[src/rtl/seq_mult_ctrl_dp.sv]
// Serial pattern detector that launches a WIDTH-cycle shift-add multiply of A x B per accepted match.
// Optional feature: define SEQ_MULT_ACCUM_EN to accumulate products into data_path_out instead of overwriting.
module seq_mult_ctrl_dp #(
    parameter int                 WIDTH   = 4,
    parameter int                 PAT_LEN = 4,
    parameter logic [PAT_LEN-1:0] PATTERN = 4'b1101
) (
    input  logic                 clk,
    input  logic                 rst_n,
    input  logic                 d_in,
    input  logic [WIDTH-1:0]     A,
    input  logic [WIDTH-1:0]     B,
    output logic [2*WIDTH-1:0]   data_path_out,
    output logic                 busy,
    output logic                 done
);

    localparam int BIT_CW  = $clog2(PAT_LEN + 1);
    localparam int STEP_CW = (WIDTH > 1) ? $clog2(WIDTH) : 1;

    localparam logic [BIT_CW-1:0]  BITS_FULL = BIT_CW'(PAT_LEN);
    localparam logic [BIT_CW-1:0]  BITS_QUAL = BIT_CW'(PAT_LEN - 1);
    localparam logic [STEP_CW-1:0] STEP_LAST = STEP_CW'(WIDTH - 1);

    localparam logic [0:0] S_IDLE = 1'b0;
    localparam logic [0:0] S_MULT = 1'b1;

    // Controller state is kept as a plain named register so checkers can bind to it.
    logic [0:0]           state;
    logic [PAT_LEN-2:0]   sreg;
    logic [BIT_CW-1:0]    bit_cnt;
    logic [STEP_CW-1:0]   step_cnt;
    logic [2*WIDTH-1:0]   mcand;
    logic [WIDTH-1:0]     mplr;
    logic [2*WIDTH-1:0]   prod;

    logic [PAT_LEN-1:0]   window;
    logic                 qualified;
    logic                 match;
    logic [2*WIDTH-1:0]   prod_next;
    logic                 last_step;
    logic [2*WIDTH-1:0]   result_next;

    // Window includes the bit arriving at this edge; the qualifier counts it too.
    assign window    = {sreg, d_in};
    assign qualified = (bit_cnt >= BITS_QUAL);
    assign match     = qualified && (window == PATTERN);

    assign prod_next = prod + (mplr[0] ? mcand : '0);
    assign last_step = (state == S_MULT) && (step_cnt == STEP_LAST);

`ifdef SEQ_MULT_ACCUM_EN
    assign result_next = data_path_out + prod_next;
`else
    assign result_next = prod_next;
`endif

    assign busy = (state == S_MULT);

    always_ff @(posedge clk) begin
        if (!rst_n) begin
            sreg    <= '0;
            bit_cnt <= '0;
        end else begin
            sreg <= window[PAT_LEN-2:0];
            if (bit_cnt != BITS_FULL) begin
                bit_cnt <= bit_cnt + 1'b1;
            end
        end
    end

    always_ff @(posedge clk) begin
        if (!rst_n) begin
            state         <= S_IDLE;
            step_cnt      <= '0;
            mcand         <= '0;
            mplr          <= '0;
            prod          <= '0;
            data_path_out <= '0;
            done          <= 1'b0;
        end else begin
            done <= 1'b0;
            case (state)
                S_IDLE: begin
                    if (match) begin
                        mcand    <= {{WIDTH{1'b0}}, A};
                        mplr     <= B;
                        prod     <= '0;
                        step_cnt <= '0;
                        state    <= S_MULT;
                    end
                end
                S_MULT: begin
                    prod     <= prod_next;
                    mcand    <= mcand << 1;
                    mplr     <= mplr >> 1;
                    step_cnt <= step_cnt + 1'b1;
                    // Matches seen here, including on the completing edge, are intentionally ignored.
                    if (last_step) begin
                        data_path_out <= result_next;
                        done          <= 1'b1;
                        state         <= S_IDLE;
                    end
                end
                default: begin
                    state <= S_IDLE;
                end
            endcase
        end
    end

endmodule

[config.mk]
export PLATFORM = sky130hd
export DESIGN_NAME = seq_mult_ctrl_dp
export DESIGN_NICKNAME = d
export VERILOG_FILES = /design/src/rtl/seq_mult_ctrl_dp.sv
export SDC_FILE = /design/constraint.sdc
export NUM_CORES = 1
export LEC_CHECK = 0
export CORE_MARGIN = 1
export CORE_UTILIZATION = 29
export DETAILED_ROUTE_END_ITERATION = 10
export SYNTH_ARGS = -nofsm -noshare
export SYNTH_HDL_FRONTEND = slang
export SYNTH_SLANG_ARGS = --single-unit
[constraint.sdc]
create_clock -name clk -period 2.55 [get_ports clk]
set_input_delay 0.3825 -clock clk [delete_from_list [all_inputs] [get_ports clk]]
set_output_delay 0.3825 -clock clk [all_outputs]
set_load 0.005 [all_outputs]
# Word level (Yosys, flattened, before mapping)
# Index checks and enable logic that the tools add are counted.
dict set report totals {
  reg_bits 38
  inputBits 11
  out_inout_bits 10
  word_cells 35
}
dict set report op_classes {
  add_sub_neg 3
  order_cmp 1
  eq_ne 4
  muxes 13
  bitwise_logic 1
  n_reduce_logical 4
}
# op n
set op_table {}
lappend op_table {{$pmux 8 s2} 2}
lappend op_table {{$mux 8} 3}
lappend op_table {{$add 8x8->8} 1}
lappend op_table {{$pmux 4 s2} 1}
lappend op_table {{$eq 4x4->1 const B} 1}
lappend op_table {{$mux 4} 1}
lappend op_table {{$pmux 2 s2} 1}
lappend op_table {{$reduce_and 2->1} 2}
lappend op_table {{$add 3x1->3 const B} 1}
lappend op_table {{$ge 3x2->1 const B} 1}
lappend op_table {{$mux 1} 3}
lappend op_table {{$ne 3x3->1 const B} 1}
lappend op_table {{$add 2x1->2 const B} 1}
lappend op_table {{$eq 2x2->1 const B} 1}
lappend op_table {{$logic_and 1x1->1} 2}
lappend op_table {{$mux 2} 1}
lappend op_table {{$ne 2x2->1 const B} 1}
lappend op_table {{$pmux 1 s2} 1}
lappend op_table {{$not 1->1} 1}

# Longest topological paths before layout
dict set report logic_depth {
  word_depth 4
  depth_mapped 8
  depth_no_buf 8
}

# Worst setup path after synthesis
# OpenSTA, ideal clock, no wires.
dict set report synth_path {
  kind {register -> register}
  start {register mplr[0]}
  end {register data_path_out[6]}
  setup_time_ns 0.123
  arrival_time_ns 1.818
  required_time_ns 2.427
  path_slack_ns 0.608
  stages_incl_launch_ff 9
  n_path_buf 0
  period_less_slack_ns 1.942
  cell_sequence {dfxtp_1 -> and2_1 -> ha_1 -> fa_1 -> a211oi_1 -> o21bai_1 -> a21oi_1 -> xor2_1 -> o21ai_0}
}
dict set report synth_between {
  elab_chain_cells 2
}
# item line
set synth_lines {}
lappend synth_lines {{start, declared} 34} ;# logic [WIDTH-1:0] mplr;
lappend synth_lines {{start signal, assigned} 96} ;# mplr <= mplr >> 1;
lappend synth_lines {{$mux 8} 49} ;# assign prod_next = prod + (mplr[0] ? mcand : '0);
lappend synth_lines {{$add 8x8->8} 49}
lappend synth_lines {{end signal, assigned} 100} ;# data_path_out <= result_next;
lappend synth_lines {{end, declared} 13} ;# output logic [2*WIDTH-1:0] data_path_out,
# Every way passes these cells.
# A chain may end at the register's enable or synchronous reset.

# Final worst setup path
# Ends and elaborated chain as after synthesis.

==> summary.md <==
| Metric | Value |
|---|---|
| IO Count | 21 |
| Unrepaired setup endpoints after global routing | no |
| Run status | completed |
| Crit share post-route | about 83% |
| Area of the die | about 6600 µm² |
| Top cells by area in the synthesized netlist | sky130_fd_sc_hd__dfxtp_1 42%, sky130_fd_sc_hd__ha_1 7.5%, sky130_fd_sc_hd__and2_1 5.8% |
| Final Skew | roughly 8.2 ps |
| Number of buffers on the longest clock path | 2 |
| Count of nets after finishing | 242 |
| Worst Reg2Reg Path Length in Cells | 8 |
| CTS sink cnt | 38 |
| Number of nets with antenna violations after detailed routing | 0 |
| CP required | 2730 ps |
| DRT iter0 DRCs | 40 |
| Synth warn | 0 |
| Launch instance of the worst min-delay path | data_path_out[5] |
| Static Leak | around 0.00083 µW |
| Antenna cells | 0 |
| Share of the yosys chip area belonging to registers | between 40% and 50% |
| TritonCTS clock tree | yes |
| Avg Inst Size Synth | slightly above 9 µm² |
| Most common cell in the synthesized netlist | sky130_fd_sc_hd__dfxtp_1 |
| Destination of the worst hold path | data_path_out[5] |
| Syn_nets | 220 |
| Via count of the first global-routing pass | roughly 1300 |
| Leading cell types by count after synthesis | 38 x sky130_fd_sc_hd__dfxtp_1, 18 x sky130_fd_sc_hd__nand2_1, 17 x sky130_fd_sc_hd__and2_1 |
| Number of enable-type register cells in the synthesized netlist | 0 |
| Number of setup violations in the final report | 0 |
| Post-synth top flop | sky130_fd_sc_hd__dfxtp_1 |
| Actual slew at the worst max-slew pin | roughly 490 ps |
| Hold Crit Depth | 2 |
| Arrival @ worst endpoint | around 2300 ps |
| Cell taking the most area after synthesis | sky130_fd_sc_hd__dfxtp_1 |
| CP Launch Type | register |
| Count of unique library cells instantiated by Yosys | 32 |
| Number of antenna violations at the first check in global routing | 0 |
| Clk_lat worst skew | roughly 290 ps |
| Cell area power density | roughly 530 nW/µm² |
| PostCTS Resize Cnt | 0 |
| Overall global routing resource usage | 12.01% |
| Post-CTS Repair Setup Buffers | 0 |
| Initial Utilization | between 30% and 40% |
| Count of fill cells added during filler insertion | 620 |
| H-tree depth | 2 |
| Remaining design rule violation count | 0 |
| First-pass iteration count of the detailed router | 4 |
| Synth Cell Area | about 1800 µm² |
| Placed wire-length estimate | around 2600 µm |
| Std-Cell Rows | 28 |
| CP endpoint kind | register |
| Asr flop ratio synth | 0% |
| Count of vias placed by the detailed router | 1381 |
| Inserted Clock Buffers | 5 |
| Area growth syn-to-layout | 20.10% |
| Reg2reg start | mplr[0] |
| Largest net degree at the start of global routing | 41 |
| Peak Freq | 0.4732 GHz |
| CTS root buf | sky130_fd_sc_hd__clkbuf_8 |
| Setup TNS | 0 ps |
| Final Max Slew Viols | 0 |
| Reg clk slew, reported paths | 80 ps |
| Maximum fanout count along the critical path | 9 |
| Final cell utilization of the core | between 30 and 40% |
| Yosys top cell area share | a little over two fifths |
| Detailed-route wire length per cell | 11.71 µm |
| Count of port buffers added during placement | 20 |
| Highest ir drop seen on vdd | approximately 0.00026 V |
| Final critical-path required period | 2113 ps |
| Hold violation count in the final report | 0 |
| Number of vias per cell | between 4 and 5 |
| Core area | 5991 µm² |
| Slew HR | between 60% and 70% |
| Number of buffers inserted by hold repair at cts | 0 |
| DRT Wirelength | 3455 µm |
| Path type of the worst min-delay path | register to register |
| Layout cells sized above 1 | 6.818% |
| Final estimated routing congestion in global placement | 0.7758 |
| Width of the chip | about 80 µm |
| Terminus of the critical flop-to-flop path | data_path_out[6] |
| Die Height | roughly 80 µm |
| Gate Count Post-Synth | 197 |
| Type of the setup path with the least slack | register to register |
| Leftover overflow at the end of global routing | 0 |
| Post-synthesis register bit count | 38 |
| Slack of the worst reg-to-reg path | 440 ps |
| Global-route wire length before repair | around 6000 µm |
| # Max-Cap Violations | 0 |
==> registers in the layout, indices dropped and copies added (netlist names) <==
register       cells
bit_cnt            3
busy               1
data_path_out      8
done               1
mcand              8
mplr               4
prod               8
sreg               3
step_cnt           2
==> placed cells by master (no fill, tap or decap), types with 7 or more instances in the layout <==
| cell | synthesis | final |
|---|---|---|
| sky130_fd_sc_hd__clkdlybuf4s50_1 | 0 | 20 |
| sky130_fd_sc_hd__mux2i_1 | 9 | 9 |
| sky130_fd_sc_hd__nor2b_1 | 12 | 12 |
| sky130_fd_sc_hd__nor3b_1 | 10 | 10 |
| sky130_fd_sc_hd__and2_1 | 17 | 17 |
| sky130_fd_sc_hd__o21ai_0 | 9 | 9 |
| sky130_fd_sc_hd__a21oi_1 | 15 | 15 |
| sky130_fd_sc_hd__nor2_1 | 7 | 7 |
| sky130_fd_sc_hd__dfxtp_1 | 38 | 38 |
| sky130_fd_sc_hd__nand2_1 | 18 | 18 |
| sky130_fd_sc_hd__ha_1 | 11 | 11 |
==> cells by family (layout without fill, tap and decap cells) <==
family,Yosys count,after routing,synth area share (%)
DFF,38,38,41.70
and+or+nand+nor,71,71,21.61
AOI/OAI and AO/OA,46,46,15.84
adders and majority gates,12,12,8.642
buffers and inverters,13,36,3.429
muxes,9,9,4.938
xor gates and xnor gates,8,8,3.840
==> power by group <==
part           internal, µW  leakage, µW  total [µW]  switching (µW)
registers               616     0.000307         638            22.3
logic                  59.3     0.000478         110            50.5
clock network           192    0.0000441         420             228
total                   868     0.000829        1170             301
==> layer usage <==
metal,track usage (%),up-vias,share of wire (%)
li1,-,721,-
met1,15.57,625,51
met2,18.83,29,43
met3,2.360,6,3.5
met4,5.893,0,2.2
met5,0,-,0
==> final cells by class <==
class / count / area (µm²) / area share, %
multi-input cells: 146 / 1001 / 45.69
flip-flops and latches: 38 / 760.7 / 34.72
repair buffers: 24 / 230.2 / 10.51
well taps: 75 / 93.84 / 4.283
clock buffers: 5 / 68.82 / 3.141
clock inverters: 3 / 21.27 / 0.9709
inverters: 4 / 15.01 / 0.6853
==> critical path, stage by stage (launching register included) <==
cell and delay (ps):
sky130_fd_sc_hd__dfxtp_1 370, sky130_fd_sc_hd__and2_1 180, sky130_fd_sc_hd__ha_1 220, sky130_fd_sc_hd__fa_1 430, sky130_fd_sc_hd__a211oi_1 230, sky130_fd_sc_hd__o21bai_1 110, sky130_fd_sc_hd__a21oi_1 170, sky130_fd_sc_hd__xor2_1 170
sky130_fd_sc_hd__o21ai_0 110
==> through the flow <==
step	power [µW]	setup WS (ps)	area [µm²]	instances	hold slack, ps
floorplan	729.7	608.3	1824	197	420.2
finish	1168	436.7	2191	295	457.4
detailed placement	764.9	419.3	2101	287	447.2
global placement	762.7	485.3	2101	287	436.2
global route	1223	248.4	2191	295	482.0
CTS	1180	400.7	2191	295	465.0
==> how the worst max path moves through the flow <==
stage	startpoint	endpoint	slack [ps]	cells after the start
3_3_place_gp	mplr[0]	data_path_out[6]	490	8
6_report	mplr[0]	data_path_out[6]	440	8
4_1_cts	mplr[0]	data_path_out[6]	400	8
2_1_floorplan	mplr[0]	data_path_out[6]	610	8
5_1_grt	mplr[0]	data_path_out[6]	250	8
3_5_place_dp	mplr[0]	data_path_out[6]	420	8
(Power assumes the default switching activity.)
